### config.mk
export PLATFORM = sky130hd
export DESIGN_NAME = cajero_param_flat
export DESIGN_NICKNAME = d
export VERILOG_FILES = /design/src/rtl/cajero_param_if.sv /design/src/rtl/cajero_param.sv /design/src/flat_wrapper.sv
export SDC_FILE = /design/constraint.sdc
export NUM_CORES = 1
export LEC_CHECK = 0
export CORE_MARGIN = 3
export CORE_UTILIZATION = 35
export CTS_CLUSTER_DIAMETER = 60
export CTS_CLUSTER_SIZE = 28
export DETAILED_ROUTE_END_ITERATION = 10
export GPL_TIMING_DRIVEN = 0
export PLACE_DENSITY = 0.56
export SYNTH_ARGS = -nofsm -noshare
export SYNTH_HDL_FRONTEND = slang
export SYNTH_SLANG_ARGS = --single-unit
### constraint.sdc
create_clock -name clk -period 5.9 [get_ports clk]
set_input_delay 1.18 -clock clk [delete_from_list [all_inputs] [get_ports clk]]
set_output_delay 1.18 -clock clk [all_outputs]
set_load 0.005 [all_outputs]
### src/rtl/cajero_param_if.sv
// rtl/cajero_param_if.sv - card/keypad/amount bus between the ATM front end and cajero_param
interface cajero_param_if #(
   parameter int PIN_DIGITS = 4,
   parameter int MONTO_W    = 32,
   parameter int BALANCE_W  = 64
);
   logic                    TARJETA_RECIBIDA;
   logic                    TIPO_TRANS;
   logic [3:0]              DIGITO;
   logic                    DIGITO_STB;
   logic [4*PIN_DIGITS-1:0] PIN;
   logic [MONTO_W-1:0]      MONTO;
   logic                    MONTO_STB;
   logic [BALANCE_W-1:0]    BALANCE_INICIAL;
   logic [BALANCE_W-1:0]    BALANCE;
   logic                    BALANCE_ACTUALIZADO;
   logic                    ENTREGAR_DINERO;
   logic                    FONDOS_INSUFICIENTES;
   logic                    PIN_INCORRECTO;
   logic                    ADVERTENCIA;
   logic                    BLOQUEO;

   modport master (
      output TARJETA_RECIBIDA, TIPO_TRANS, DIGITO, DIGITO_STB, PIN, MONTO, MONTO_STB,
             BALANCE_INICIAL,
      input  BALANCE, BALANCE_ACTUALIZADO, ENTREGAR_DINERO, FONDOS_INSUFICIENTES,
             PIN_INCORRECTO, ADVERTENCIA, BLOQUEO
   );

   modport slave (
      input  TARJETA_RECIBIDA, TIPO_TRANS, DIGITO, DIGITO_STB, PIN, MONTO, MONTO_STB,
             BALANCE_INICIAL,
      output BALANCE, BALANCE_ACTUALIZADO, ENTREGAR_DINERO, FONDOS_INSUFICIENTES,
             PIN_INCORRECTO, ADVERTENCIA, BLOQUEO
   );
endinterface

### src/rtl/cajero_param.sv
// rtl/cajero_param.sv - ATM controller: PIN check with lockout, deposit/withdrawal on a balance
module cajero_param #(
   parameter int PIN_DIGITS   = 4,
   parameter int MAX_INTENTOS = 3,
   parameter int MONTO_W      = 32,
   parameter int BALANCE_W    = 64
) (
   input logic           clk,
   input logic           rst,
   cajero_param_if.slave bus
);
   localparam int PIN_W = 4 * PIN_DIGITS;
   localparam int CNT_W = $clog2(PIN_DIGITS + 1);
   localparam int INT_W = $clog2(MAX_INTENTOS + 1);

   typedef enum logic [2:0] {
      IDLE, PIN_ENTRY, CHECK, WAIT_MONTO, EXEC, FIN, BLOQUEADO
   } state_t;

   state_t               state;
   logic                 cargado;
   logic                 tipo;
   logic [CNT_W-1:0]     dig_cnt;
   logic [INT_W-1:0]     intentos;
   logic [PIN_W-1:0]     shreg;
   logic [MONTO_W-1:0]   monto_q;
   logic [BALANCE_W-1:0] balance;
   logic                 actualizado, entregar, fondos, pin_mal, advertencia, bloqueo;

   logic [BALANCE_W-1:0] monto_ext;
   logic [BALANCE_W:0]   suma;
   logic [INT_W-1:0]     intentos_nxt;

   assign monto_ext    = BALANCE_W'(monto_q);
   assign suma         = {1'b0, balance} + {1'b0, monto_ext};
   assign intentos_nxt = intentos + INT_W'(1);

   always_ff @(posedge clk or negedge rst) begin
      if (!rst) begin
         state       <= IDLE;
         cargado     <= 1'b0;
         tipo        <= 1'b0;
         dig_cnt     <= '0;
         intentos    <= '0;
         shreg       <= '0;
         monto_q     <= '0;
         balance     <= '0;
         actualizado <= 1'b0;
         entregar    <= 1'b0;
         fondos      <= 1'b0;
         pin_mal     <= 1'b0;
         advertencia <= 1'b0;
         bloqueo     <= 1'b0;
      end else begin
         actualizado <= 1'b0;
         entregar    <= 1'b0;
         fondos      <= 1'b0;
         pin_mal     <= 1'b0;
         // The load edge after reset does nothing else, so a card already present waits one cycle.
         if (!cargado) begin
            balance <= bus.BALANCE_INICIAL;
            cargado <= 1'b1;
         end else begin
            case (state)
               IDLE: if (bus.TARJETA_RECIBIDA) begin
                  tipo    <= bus.TIPO_TRANS;
                  dig_cnt <= '0;
                  state   <= PIN_ENTRY;
               end
               PIN_ENTRY: if (!bus.TARJETA_RECIBIDA) begin
                  state <= IDLE;
               end else if (bus.DIGITO_STB) begin
                  shreg   <= {shreg[PIN_W-5:0], bus.DIGITO};
                  dig_cnt <= dig_cnt + CNT_W'(1);
                  if (dig_cnt == CNT_W'(PIN_DIGITS - 1)) state <= CHECK;
               end
               CHECK: if (!bus.TARJETA_RECIBIDA) begin
                  state <= IDLE;
               end else if (shreg == bus.PIN) begin
                  intentos    <= '0;
                  advertencia <= 1'b0;
                  state       <= WAIT_MONTO;
               end else begin
                  intentos <= intentos_nxt;
                  pin_mal  <= 1'b1;
                  if (intentos_nxt == INT_W'(MAX_INTENTOS - 1)) advertencia <= 1'b1;
                  if (intentos_nxt == INT_W'(MAX_INTENTOS)) begin
                     bloqueo <= 1'b1;
                     state   <= BLOQUEADO;
                  end else begin
                     dig_cnt <= '0;
                     state   <= PIN_ENTRY;
                  end
               end
               WAIT_MONTO: if (!bus.TARJETA_RECIBIDA) begin
                  state <= IDLE;
               end else if (bus.MONTO_STB) begin
                  monto_q <= bus.MONTO;
                  state   <= EXEC;
               end
               EXEC: begin
                  if (!tipo) begin
                     balance     <= suma[BALANCE_W] ? '1 : suma[BALANCE_W-1:0];
                     actualizado <= 1'b1;
                  end else if (monto_ext <= balance) begin
                     balance     <= balance - monto_ext;
                     actualizado <= 1'b1;
                     entregar    <= 1'b1;
                  end else begin
                     fondos <= 1'b1;
                  end
                  state <= FIN;
               end
               FIN: if (!bus.TARJETA_RECIBIDA) state <= IDLE;
               BLOQUEADO: bloqueo <= 1'b1;
               default: state <= IDLE;
            endcase
         end
      end
   end

   assign bus.BALANCE              = balance;
   assign bus.BALANCE_ACTUALIZADO  = actualizado;
   assign bus.ENTREGAR_DINERO      = entregar;
   assign bus.FONDOS_INSUFICIENTES = fondos;
   assign bus.PIN_INCORRECTO       = pin_mal;
   assign bus.ADVERTENCIA          = advertencia;
   assign bus.BLOQUEO              = bloqueo;
endmodule

### src/flat_wrapper.sv
// flat-port wrapper written by rule: the top's interface ports become plain ports
module cajero_param_flat 
#(
   parameter int PIN_DIGITS   = 4,
   parameter int MAX_INTENTOS = 3,
   parameter int MONTO_W      = 32,
   parameter int BALANCE_W    = 64
)
  (clk, rst, bus_TARJETA_RECIBIDA, bus_TIPO_TRANS, bus_DIGITO, bus_DIGITO_STB, bus_PIN, bus_MONTO, bus_MONTO_STB, bus_BALANCE_INICIAL, bus_BALANCE, bus_BALANCE_ACTUALIZADO, bus_ENTREGAR_DINERO, bus_FONDOS_INSUFICIENTES, bus_PIN_INCORRECTO, bus_ADVERTENCIA, bus_BLOQUEO);
  cajero_param_if #(.PIN_DIGITS(PIN_DIGITS), .MONTO_W(MONTO_W), .BALANCE_W(BALANCE_W)) bus_i ();
  input logic clk;
  input logic rst;
  input wire logic [$bits(bus_i.TARJETA_RECIBIDA)-1:0] bus_TARJETA_RECIBIDA;
  input wire logic [$bits(bus_i.TIPO_TRANS)-1:0] bus_TIPO_TRANS;
  input wire logic [$bits(bus_i.DIGITO)-1:0] bus_DIGITO;
  input wire logic [$bits(bus_i.DIGITO_STB)-1:0] bus_DIGITO_STB;
  input wire logic [$bits(bus_i.PIN)-1:0] bus_PIN;
  input wire logic [$bits(bus_i.MONTO)-1:0] bus_MONTO;
  input wire logic [$bits(bus_i.MONTO_STB)-1:0] bus_MONTO_STB;
  input wire logic [$bits(bus_i.BALANCE_INICIAL)-1:0] bus_BALANCE_INICIAL;
  output wire logic [$bits(bus_i.BALANCE)-1:0] bus_BALANCE;
  output wire logic [$bits(bus_i.BALANCE_ACTUALIZADO)-1:0] bus_BALANCE_ACTUALIZADO;
  output wire logic [$bits(bus_i.ENTREGAR_DINERO)-1:0] bus_ENTREGAR_DINERO;
  output wire logic [$bits(bus_i.FONDOS_INSUFICIENTES)-1:0] bus_FONDOS_INSUFICIENTES;
  output wire logic [$bits(bus_i.PIN_INCORRECTO)-1:0] bus_PIN_INCORRECTO;
  output wire logic [$bits(bus_i.ADVERTENCIA)-1:0] bus_ADVERTENCIA;
  output wire logic [$bits(bus_i.BLOQUEO)-1:0] bus_BLOQUEO;
  assign bus_i.TARJETA_RECIBIDA = bus_TARJETA_RECIBIDA;
  assign bus_i.TIPO_TRANS = bus_TIPO_TRANS;
  assign bus_i.DIGITO = bus_DIGITO;
  assign bus_i.DIGITO_STB = bus_DIGITO_STB;
  assign bus_i.PIN = bus_PIN;
  assign bus_i.MONTO = bus_MONTO;
  assign bus_i.MONTO_STB = bus_MONTO_STB;
  assign bus_i.BALANCE_INICIAL = bus_BALANCE_INICIAL;
  assign bus_BALANCE = bus_i.BALANCE;
  assign bus_BALANCE_ACTUALIZADO = bus_i.BALANCE_ACTUALIZADO;
  assign bus_ENTREGAR_DINERO = bus_i.ENTREGAR_DINERO;
  assign bus_FONDOS_INSUFICIENTES = bus_i.FONDOS_INSUFICIENTES;
  assign bus_PIN_INCORRECTO = bus_i.PIN_INCORRECTO;
  assign bus_ADVERTENCIA = bus_i.ADVERTENCIA;
  assign bus_BLOQUEO = bus_i.BLOQUEO;
  cajero_param #(.PIN_DIGITS(PIN_DIGITS), .MAX_INTENTOS(MAX_INTENTOS), .MONTO_W(MONTO_W), .BALANCE_W(BALANCE_W)) u_core (.clk(clk), .rst(rst), .bus(bus_i));
endmodule
=== Word level (Yosys, flattened, before mapping) ===
Index checks and enable logic that the tools add are counted.

* Muxes and demuxes: 45
* Bitwise operators: 1
* $add $sub $neg: 4
* Eq/ne operators: 23
* $lt $le $gt $ge: 1
* Reduce and logical (&&, ||, !) cells: 13

{| class="wikitable"
|+ Operator list
! kind !! number
|-
| two-way mux 64 bit || 5
|-
| adder 64 x 32 -> 65 bit || 1
|-
| <= comparator 32 x 64 -> 1 bit || 1
|-
| subtractor 64 x 32 -> 64 bit || 1
|-
| two-way mux 3 bit || 16
|-
| one-hot mux 3 bit (7 select lines) || 1
|-
| two-way mux 1 bit || 20
|-
| == test 16 bit || 1
|-
| != test 2 bit (second input constant) || 8
|-
| AND reduction 4 bit || 3
|-
| == test 3 x 2 -> 1 bit (second input constant) || 3
|-
| == test 3 bit (second input constant) || 3
|-
| != test 3 bit (second input constant) || 3
|-
| one-hot mux 3 bit (3 select lines) || 1
|-
| AND reduction 8 bit || 1
|-
| AND reduction 7 bit || 1
|-
| AND reduction 3 bit || 2
|-
| AND reduction 5 bit || 1
|-
| == test 2 bit (second input constant) || 2
|-
| nonzero test 2 bit || 2
|-
| adder 3 x 1 -> 3 bit (second input constant) || 1
|-
| == test 3 x 1 -> 1 bit (second input constant) || 1
|-
| zero test 3 bit || 1
|-
| != test 3 x 2 -> 1 bit (second input constant) || 1
|-
| other kinds (7) || 7
|}

* Word-level logic and storage cells: 101
* Bits of input ports: 122
* Register bits: 128
* Output and inout port bits: 70

=== Depth between registers and ports, before layout ===
* Word-level depth: 6
* Mapped depth: 16
* Gate-level depth less buffers: 15

=== Worst setup path before layout ===
No wires, ideal clock.

* Path type: register to register
* Start point: register u_core.balance[0], in the netlist u_core.bus.BALANCE[0]
* End point: register u_core.balance[60], in the netlist u_core.bus.BALANCE[60]
* Clock period less this slack: 3.343 ns
* Cell stages (with the launch flop): 16
* Arrival: 3.218 ns
* Path slack: 2.557 ns
* Path buffers: 2
* Setup time: 0.125 ns
* Data required time: 5.775 ns
* Path through: dfrtp_1 inv_1 ha_1 inv_1 fa_1 a21o_1 a31oi_1 or4_4 a2111oi_1 or3b_1 buf_4 or3_1 clkbuf_1 o32ai_1 and3_1 nor3_1

* Word-level cells in the longest chain between the ends: 5
* Elaborated cells on any way between the ends: 10
* Classes of those cells: add/sub (2); order compare (1); eq/ne (1); mux (5); reduce/logical (1)

{| class="wikitable"
|+ RTL lines
! what !! line !! text
|-
| start, declared || cajero_param.sv:27 || <nowiki>logic [BALANCE_W-1:0] balance;</nowiki>
|-
| start signal, assigned || cajero_param.sv:61 || <nowiki>balance <= bus.BALANCE_INICIAL;</nowiki>
|-
| start signal, assigned || cajero_param.sv:103 || <nowiki>balance <= suma[BALANCE_W] ? '1 : suma[BALANCE_W-1:0];</nowiki>
|-
| start signal, assigned || cajero_param.sv:106 || <nowiki>balance <= balance - monto_ext;</nowiki>
|-
| adder 64 x 32 -> 65 bit / subtractor 64 x 32 -> 64 bit (equally long branches) || cajero_param.sv:35, cajero_param.sv:106 ||
|-
| two-way mux 64 bit, on equally long branches || cajero_param.sv:103, cajero_param.sv:105 ||
|-
| two-way mux 64 bit || cajero_param.sv:102 || <nowiki>if (!tipo) begin</nowiki>
|-
| two-way mux 64 bit || cajero_param.sv:64 || <nowiki>case (state)</nowiki>
|-
| two-way mux 64 bit || cajero_param.sv:60 || <nowiki>if (!cargado) begin</nowiki>
|}

Parallel ways exist; a longest one is shown, timed or not. The select of a mux whose other input is x is not followed.
A chain may end at the register's enable or synchronous reset.

=== Worst setup path after layout ===
* Start point: register u_core.balance[16], in the netlist u_core.bus.BALANCE[16]
* End point: register u_core.balance[58], in the netlist u_core.bus.BALANCE[58]

The elaborated chain is that of the path after synthesis.

==> results_dict.tcl <==
set metrics [dict create \
    status "finished, final reports clean" \
    synth-edff-count 0 \
    drive_gt1_share_pct 6.91 \
    min_period_over_period_pct 88.0 \
    vias 12200 \
    boundaryPins 192 \
    die_x_um 185 \
    finalSetupViolCount 0 \
    slew_violations 0 \
    powerDensity_nw_per_um2 543 \
    cp-end-kind "flop" \
    gp_congestion 0.997 \
    initial_utilization_pct 36.1 \
    clock-sinks 128 \
    ant_nets 0 \
    path_max_fanout 10 \
    yosys-top-cells-area "dfrtp_1, ha_1, a21oi_1, xnor2_1, nor2_1" \
    setup_slack_ns 0.708 \
    ctsHoldBuffers 0 \
    mostFrequentLayoutCell "clkdlybuf4s50_1" \
    worstSetupPathType "reg -> reg" \
    cts_setup_buffers 0 \
    hold_viol_final 0 \
    syn_area_um2 11200 \
    cts.clk_slew.worst_paths_ns 0.07 \
    cts_tree "done" \
    ys_seq_area_share_pct 28.6 \
    grt_pass1_vias 11800 \
    grt_pass1_wl_um 76000 \
    drc 0 \
    worst-slew-pin-transition_ns 1.36 \
    grt_usage_pct 29.9 \
    rows 64 \
    worst_setup_path_start_kind "flop" \
    insertion_delay_ns 0.44 \
    ys_ff_latch 128 \
    synthArstFlopShare_pct 100 \
    cp_top_family "compound AO/OA/AOI/OAI gates" \
    synth_top_area_share_pct 28.6 \
    routed_wl_um 51700 \
    clock_skew_ns 0.0133 \
    layout.cells.non_filler 2033 \
    cts_resized 0 \
    grt_setup_unrepaired "no" \
    max_stage_delay_ns 0.99 \
    root_buffer "clkbuf_16" \
    max-slew-margin-rel_pct 9.17 \
    design.core.area_um2 31100 \
    dp_hpwl_um 38700 \
    numCtsBuffers 17 \
    min_path_type "reg -> reg" \
    cap_violations 0 \
    fin_tns_setup_ns 0 \
    critPathArrivalTime_ns 5.52 \
    ys_warn_count 0 \
    area_delta_synth_final_pct 27.2 \
    fmax_mhz 193 \
    final_nets 1816 \
    synth_fp_nets 1605 \
    antenna_found_initial 1 \
    io_buffers 191 \
    crit_chain "ha_1, clkbuf_1, nor2_1, o21ai_0, o2111ai_1, nor4_1, o22ai_1, a21oi_1, buf_2, buf_2, a21oi_1, a221o_1" \
    synth.distinct_cells 80 \
    vdd_drop_max_v 0.000260 \
    routedWlPerCell_um 25.4 \
    synth_top_cell_by_area "dfrtp_1" \
    via_per_inst 6.01 \
    dieArea_um2 34200 \
    synth_cells 1413 \
    overflow 0 \
    avgSynthCellArea_um2 7.93 \
    cp_slowest_cell "nor4_1" \
    first_pass_iters 6 \
    dp_slack_ns 0.932 \
    dp_cells 2001 \
    mostFrequentLayoutCells "clkdlybuf4s50_1, nor2_1, dfrtp_1" \
    grt_max_degree 76 \
    dr.first_iter.drc_count 1407 \
    p_leak_nw 5.66 \
    synth_ff_type "dfrtp_1" \
    die-height_um 185 \
    cts_max_level 4 \
    clockBufferDepth 2 \
    worstPathRequired_ns 6.23 \
    fin_crit_ns 5.19 \
    cp_num_buf_inv 3 \
]
-- stage by stage --
stage                     instance area (µm²)  hold WS [ns]  power (mW)  util (%)
after floorplan                         11200         0.443        4.72         -
after global placement                  13600         0.463        6.45      43.8
after detailed placement                13600         0.461        6.45      43.9
after CTS                               14300         0.477        7.63      45.9
after global routing                    14300         0.503        8.27      45.9
final                                   14300         0.471        7.75      45.9
-- per-layer routing --
layer  global-route usage [%]  part of all wire [%]  vias to the layer above
met5                        0                     0                        -
met4                     10.1                   3.0                        0
met3                     6.30                   8.9                       75
met2                     46.1                    44                      606
met1                     41.7                    44                     5936
li1                         -                     -                     5605
-- where the power goes --
group	total, mW	leakage (nW)	internal (mW)	switching, mW
registers	1.44	1.49	1.16	0.284
logic	5.16	3.89	1.87	3.28
clock network	1.15	0.291	0.670	0.478
-- cell usage after synthesis, types with 16 or more instances --
cell type  number
nand3_1        41
a21oi_1       126
nand4_1        27
o31ai_1        21
and3_1         27
o21ai_0        90
buf_2          24
nor2_1        132
xnor2_1        72
nor4_1         24
a31oi_1        16
nor3_1         31
dfrtp_1       128
nand2_1       114
o221ai_1       16
ha_1           68
o211ai_1       26
mux2_2         19
o22ai_1        24
clkbuf_1       63
inv_1          74
-- worst register-to-register path: stages (launching register included) --
cell and delay (ns):
dfrtp_1 0.46, ha_1 0.40, clkbuf_1 0.41, nor2_1 0.12, o21ai_0 0.19, o2111ai_1 0.23
nor4_1 0.99, o22ai_1 0.50, a21oi_1 0.51, buf_2 0.39, buf_2 0.39, a21oi_1 0.15
a221o_1 0.34
-- final cells by class --
type | instances | area, µm²
Antenna cell | 1 | 2.50
Buffer | 96 | 428
Clock buffer | 17 | 425
Clock inverter | 14 | 180
Fill cell | 3128 | 16800
Inverter | 77 | 292
Multi-Input combinational cell | 1112 | 7290
Sequential cell | 128 | 3200
Tap cell | 396 | 495
Timing Repair Buffer | 192 | 1940
-- sequential cells by signal, summed over array words and instances, names as in the netlist --
signal / cells
u_core.bus.ADVERTENCIA: 1
u_core.state: 3
u_core.bus.BALANCE: 64
u_core.bus.FONDOS_INSUFICIENTES: 1
u_core.monto_q: 32
u_core.dig_cnt: 3
u_core.bus.ENTREGAR_DINERO: 1
u_core.cargado: 1
u_core.bus.PIN_INCORRECTO: 1
u_core.bus.BALANCE_ACTUALIZADO: 1
u_core.bus.BLOQUEO: 1
u_core.intentos: 2
u_core.tipo: 1
u_core.shreg: 16
-- kinds of logic after synthesis --
family	count (synthesis)	share of synthesized area [%]
AO/OA/AOI/OAI	464	27.8
XOR/XNOR	82	6.41
adder cells (fa/ha/maj)	70	7.95
buffers and inverters	173	6.42
flip-flops	128	28.6
multiplexers	20	2.00
other	1	0.0334
AND/OR/NAND/NOR	475	20.8
-- path summary, 6_finish.rpt --
path | start | to | slack (ns) | cells past startpoint
max reg2reg | u_core.bus.BALANCE[16]$_DFFE_PN0P_ | u_core.bus.BALANCE[58]$_DFFE_PN0P_ | 0.71 | 12
max | u_core.bus.BALANCE[16]$_DFFE_PN0P_ | u_core.bus.BALANCE[58]$_DFFE_PN0P_ | 0.71 | 12
max in group asynchronous | rst | u_core.bus.BALANCE[30]$_DFFE_PN0P_ | 4.43 | 2
min | u_core.dig_cnt[2]$_DFFE_PN0P_ | u_core.dig_cnt[2]$_DFFE_PN0P_ | 0.47 | 2
min reg2reg | u_core.dig_cnt[2]$_DFFE_PN0P_ | u_core.dig_cnt[2]$_DFFE_PN0P_ | 0.47 | 2
min in group asynchronous | rst | u_core.shreg[4]$_DFFE_PN0P_ | 0.68 | 1
Power figures use the tool's default switching activity.
==> RTL change 1: new RTL, same settings <==
`MONTO_W` is set to 32 in 3 places; all go to 40.
--- a/src/rtl/cajero_param_if.sv
+++ b/src/rtl/cajero_param_if.sv
@@ -3,3 +3,3 @@
    parameter int PIN_DIGITS = 4,
-   parameter int MONTO_W    = 32,
+   parameter int MONTO_W    = 40,
    parameter int BALANCE_W  = 64
--- a/src/rtl/cajero_param.sv
+++ b/src/rtl/cajero_param.sv
@@ -4,3 +4,3 @@
    parameter int MAX_INTENTOS = 3,
-   parameter int MONTO_W      = 32,
+   parameter int MONTO_W      = 40,
    parameter int BALANCE_W    = 64
--- a/src/flat_wrapper.sv
+++ b/src/flat_wrapper.sv
@@ -5,3 +5,3 @@
    parameter int MAX_INTENTOS = 3,
-   parameter int MONTO_W      = 32,
+   parameter int MONTO_W      = 40,
    parameter int BALANCE_W    = 64
Interface: changed (resized bus_MONTO); port bits go from 192 to 200. No check against the original RTL was run, so the function may have changed too.
==> RTL change 1 against the original RTL <==
- the run now ends with capacitance limit, slew limit left
- wire length rose by 14%
- cell area up 12%
- setup slack better by 400 ps
- area after synthesis is 14% higher
- hold slack gained 11 ps
- total power increased by 13%
- sequential cell count rose by 8
- first-iteration DRC count down 3.8%
- sequential share of layout area decreased by 1.2 points
- critical path type unchanged
- critical endpoint is now u_core.bus.BALANCE[16]
- largest cell class unchanged
==> RTL change 1: results (changes against the original RTL) <==
* Status: finished with violations (was completed)
* Failing checks: capacitance limit, slew limit
* Commonest cells post-synth: nand2_1, a21oi_1, dfrtp_1 (was nor2_1, dfrtp_1, a21oi_1)
* Number of multi-input logic gates at 1,275 (was 1,112)
* Final non-filler cell total at 2,298 (was 2,033)
* Clk sinks at 136 (was 128)
* Clk cell area share at 0.03594 (was 0.04248)
* Top cells by area, synth: dfrtp_1, ha_1, a21oi_1 (unchanged)
* Final wirelength at 58.76 mm (was 51.65 mm)
* Post-Synth XOR/XNOR Area at 0.05471 (was 0.06406)
* Mux cell area share after synthesis at 0.02550 (was 0.01998)
* Bufs w/o clock at 302 (was 288)
* Placed inst area at 15,400 sq um (was 13,650 sq um)
* Final nets at 2,040 (was 1,816)
* Non-clock buffer share at 0.1636 (was 0.1661)
* Initial DRC Count at 1,354 (was 1,407)
* Detailed-route via count at 13,802 (was 12,222)
* Arrival @ worst endpoint at 5140 ps (was 5520 ps)
* Area occupied by multi-input gates at 8466 sq um (was 7289 sq um)
* Syn Nets at 1,821 (was 1,605)
* Final max-slew violation count at 1 (was 0)
* Fillers at 3,654 (was 3,128)
* Slowest CP cell: nor2_2 (was nor4_1)
* Sequential cell area share at 0.2130 (was 0.2247)
* Worst Path Max Fanout at 10 (unchanged)
* Distinct cells, synth at 93 (was 80)
* Syn-to-layout area delta at 24.77% (was 27.15%)
* Met2 wire length at 26.03 mm (was 22.91 mm)
* GRT Total Usage at 0.2979 (was 0.2988)
* Clkbuf count at 18 (was 17)
* Layout cell share with drive strength beyond 1 at 0.08002 (was 0.06907)
* Inverters at 92 (was 77)
* Max-slew headroom at -0.003077 (was 0.09169)
* Pin count of the biggest net entering global routing at 72 (was 76)
* Post-Synth Adder-Cell Area at 0.08519 (was 0.07946)
* Met3 Usage GRT at 0.04844 (was 0.06304)
* DP Worst Slack at 1209 ps (was 931.7 ps)
* Met1 Usage GRT at 0.4199 (was 0.4166)
* Core area at 35,830 sq um (was 31,070 sq um)
* Routing usage on met2 at 0.4621 (was 0.4614)
* Post-synthesis sequential area ratio at 0.2657 (was 0.2857)
* Layout Skew at 15.56 ps (was 13.34 ps)
* Peak supply drop at 0.3022 mV (was 0.2600 mV)
* Number of flip-flops in the largest register at 64 (unchanged)
* Critical Path Max Stage Delay at 870 ps (was 990 ps)
* Routed wl met3 at 4.250 mm (was 4.576 mm)
* Internal power at 4.170 mW (was 3.701 mW)
* Max-cap viol count at 1 (was 0)
* Mapped Cells at 1,605 (was 1,413)
* DRT Pass-1 Iters at 5 (was 6)
* DP Cell Count at 2,266 (was 2,001)
* Leak Pwr at 6.586 nW (was 5.665 nW)
* Vias in the first global route at 13,292 (was 11,830)
* Antenna fix cells at 0 (was 1)
* RePlAce Congestion at 1.020 (was 0.9968)
## RTL change 1: power groups by stage
| stage | Clock (mW) | Sequential [mW] | Combinational [mW] |
|---|---|---|---|
| after floorplan | 0 | 1.47 | 4.12 |
| after global placement | 0 | 1.54 | 5.98 |
| after detailed placement | 0 | 1.54 | 5.99 |
| after CTS | 1.12 | 1.53 | 6.02 |
| after global routing | 1.15 | 1.57 | 6.64 |
| final | 1.10 | 1.53 | 6.16 |
## RTL change 1: final timing paths
check,from,endpoint,slack (ps),cells past startpoint
max reg2reg,u_core.bus.BALANCE[0],u_core.bus.BALANCE[16],1110,12
max,u_core.bus.BALANCE[0],u_core.bus.BALANCE[16],1110,12
min,u_core.dig_cnt[2],u_core.dig_cnt[2],480,2
min in group asynchronous,rst,u_core.monto_q[3],730,1
max in group asynchronous,rst,u_core.monto_q[39],4370,2
min reg2reg,u_core.dig_cnt[2],u_core.dig_cnt[2],480,2
==> RTL change 2: new RTL, config.mk and constraints unchanged <==
Made on the original files. Make the reset (`rst`) synchronous in one clocked block.
--- a/src/rtl/cajero_param.sv
+++ b/src/rtl/cajero_param.sv
@@ -37,3 +37,3 @@
 
-   always_ff @(posedge clk or negedge rst) begin
+   always_ff @(posedge clk) begin
       if (!rst) begin
Function: differs if rst is asserted again (counterexample within 4 cycles, from zero or initial values and one cycle with rst low); with rst held inactive, the same outputs for 4 cycles.
==> RTL change 2 against the original RTL <==
- area after synthesis decreased by 4.3%
- global-route usage shrank 1.1 points
- sequential cell count stayed put
- setup slack improved by 600 ps
- wire length down 5.4%
- cell area is 3.9% lower
- largest cell class unchanged
Power is not compared: it rests on default switching activity, and its combinational part moved more than twofold at a synthesized area within 25%.
==> RTL change 2: results (changes against the original RTL) <==
* Async SR Flop Fraction at 0 (was 1.000)
* Fillers at 3,190 (was 3,128)
* Top cells by area, synth: dfxtp_1, a21oi_1, ha_1 (was dfrtp_1, ha_1, a21oi_1)
* RePlAce Congestion at 1.001 (was 0.9968)
* Met3 Usage GRT at 0.04147 (was 0.06304)
* Synth Area in Compound Gates at 0.3191 (was 0.2784)
* Met1 Usage GRT at 0.4060 (was 0.4166)
* Pin count of the biggest net entering global routing at 17 (was 76)
* Detailed-route via count at 12,641 (was 12,222)
* Worst Setup Slack, final at 1310 ps (was 708.4 ps)
* Commonest cells post-synth: nand2_1, a21oi_1, dfxtp_1 (was nor2_1, dfrtp_1, a21oi_1)
* HP Start: u_core.dig_cnt[2] (unchanged)
* Status: completed (unchanged)
* Initial DRC Count at 1,264 (was 1,407)
* Syn Nets at 1,686 (was 1,605)
* Distinct cells, synth at 83 (was 80)
* Post-Synth XOR/XNOR Area at 0.04570 (was 0.06406)
* Hold Path Sink: u_core.dig_cnt[2] (unchanged)
* Mux cell area share after synthesis at 0.006646 (was 0.01998)
* Antenna fix cells at 0 (was 1)
* Max-slew headroom at 0.1748 (was 0.09169)
* Final wirelength at 48.87 mm (was 51.65 mm)
* Layout cell share with drive strength beyond 1 at 0.04543 (was 0.06907)
* Final nets at 1,896 (was 1,816)
* Worst-path clk slew at 70 ps (about the same)
* GRT Total Usage at 0.2882 (was 0.2988)
* Dominant synthesized flop cell: dfxtp_1 (was dfrtp_1)
* Vias in the first global route at 12,048 (was 11,830)
* First-pass GRT wire length at 74.28 mm (was 76.01 mm)
* Routing usage on met2 at 0.4633 (was 0.4614)
* Arrival @ worst endpoint at 4930 ps (was 5520 ps)
* R2R Path Start: u_core.bus.BALANCE[8] (was u_core.bus.BALANCE[16])
* Post-synthesis sequential area ratio at 0.2388 (was 0.2857)
* Layout Skew at 14.23 ps (was 13.34 ps)
## RTL change 2: report_power, final
group | internal, mW | leakage (nW) | switching (mW)
registers | 0.893 | 1.04 | 0.0448
logic | 0.311 | 3.70 | 0.466
clock network | 0.561 | 0.275 | 0.525
## RTL change 2: area by class of cell
type | instances | share of cell area
well taps | 390 | 0.03562
multi-input cells | 1181 | 0.5418
plain buffers | 101 | 0.03142
clock buffers | 17 | 0.03105
clock inverters | 15 | 0.01050
repair buffers | 191 | 0.1395
inverters | 84 | 0.02301
flip-flops and latches | 128 | 0.1870
## RTL change 2: kinds of logic after synthesis
family,after synthesis
compound gates,526
xor+xnor,56
fa+ha+maj,70
buf+inv,185
flops,128
mux,7
simple gates,522
## RTL change 2: worst max-delay path by stage
stage / from / end
3_3_place_gp: u_core.bus.BALANCE[8] / u_core.bus.BALANCE[49]
4_1_cts: u_core.monto_q[5] / u_core.bus.BALANCE[1]
6_report: u_core.bus.BALANCE[8] / u_core.bus.BALANCE[49]
2_1_floorplan: u_core.monto_q[14] / u_core.bus.BALANCE[56]
3_5_place_dp: u_core.monto_q[5] / u_core.bus.BALANCE[1]
5_1_grt: u_core.monto_q[5] / u_core.bus.BALANCE[45]
## RTL change 2: metal layers
metal / vias to the layer above / share of wire
met5: - / 0
met4: 0 / 0.025
met3: 77 / 0.074
met2: 593 / 0.45
met1: 6035 / 0.45
li1: 5936 / -
## RTL change 2: per-stage QoR
stage / power, mW / cell area (sq um) / instances / util / hold slack [ps]
2_1_floorplan: 1.367 / 10730 / 1494 / - / 431.8
3_3_place_gp: 1.715 / 13130 / 2075 / 0.4384 / 438.5
3_5_place_dp: 1.712 / 13130 / 2075 / 0.4384 / 451.1
4_1_cts: 2.788 / 13700 / 2107 / 0.4574 / 460.1
5_1_grt: 2.905 / 13700 / 2107 / 0.4574 / 487.3
6_report: 2.800 / 13700 / 2107 / 0.4574 / 457.4
## RTL change 2: worst max-delay path, stage by stage (launching register included)
cell      delay, ps
dfxtp_1         450
ha_1            330
clkbuf_1        260
nand4_1         250
o22ai_1         180
o21ai_0         430
a211oi_1        300
nor3_1          940
o211ai_1        400
o41ai_1         670
a31oi_1         160
o21a_1          130
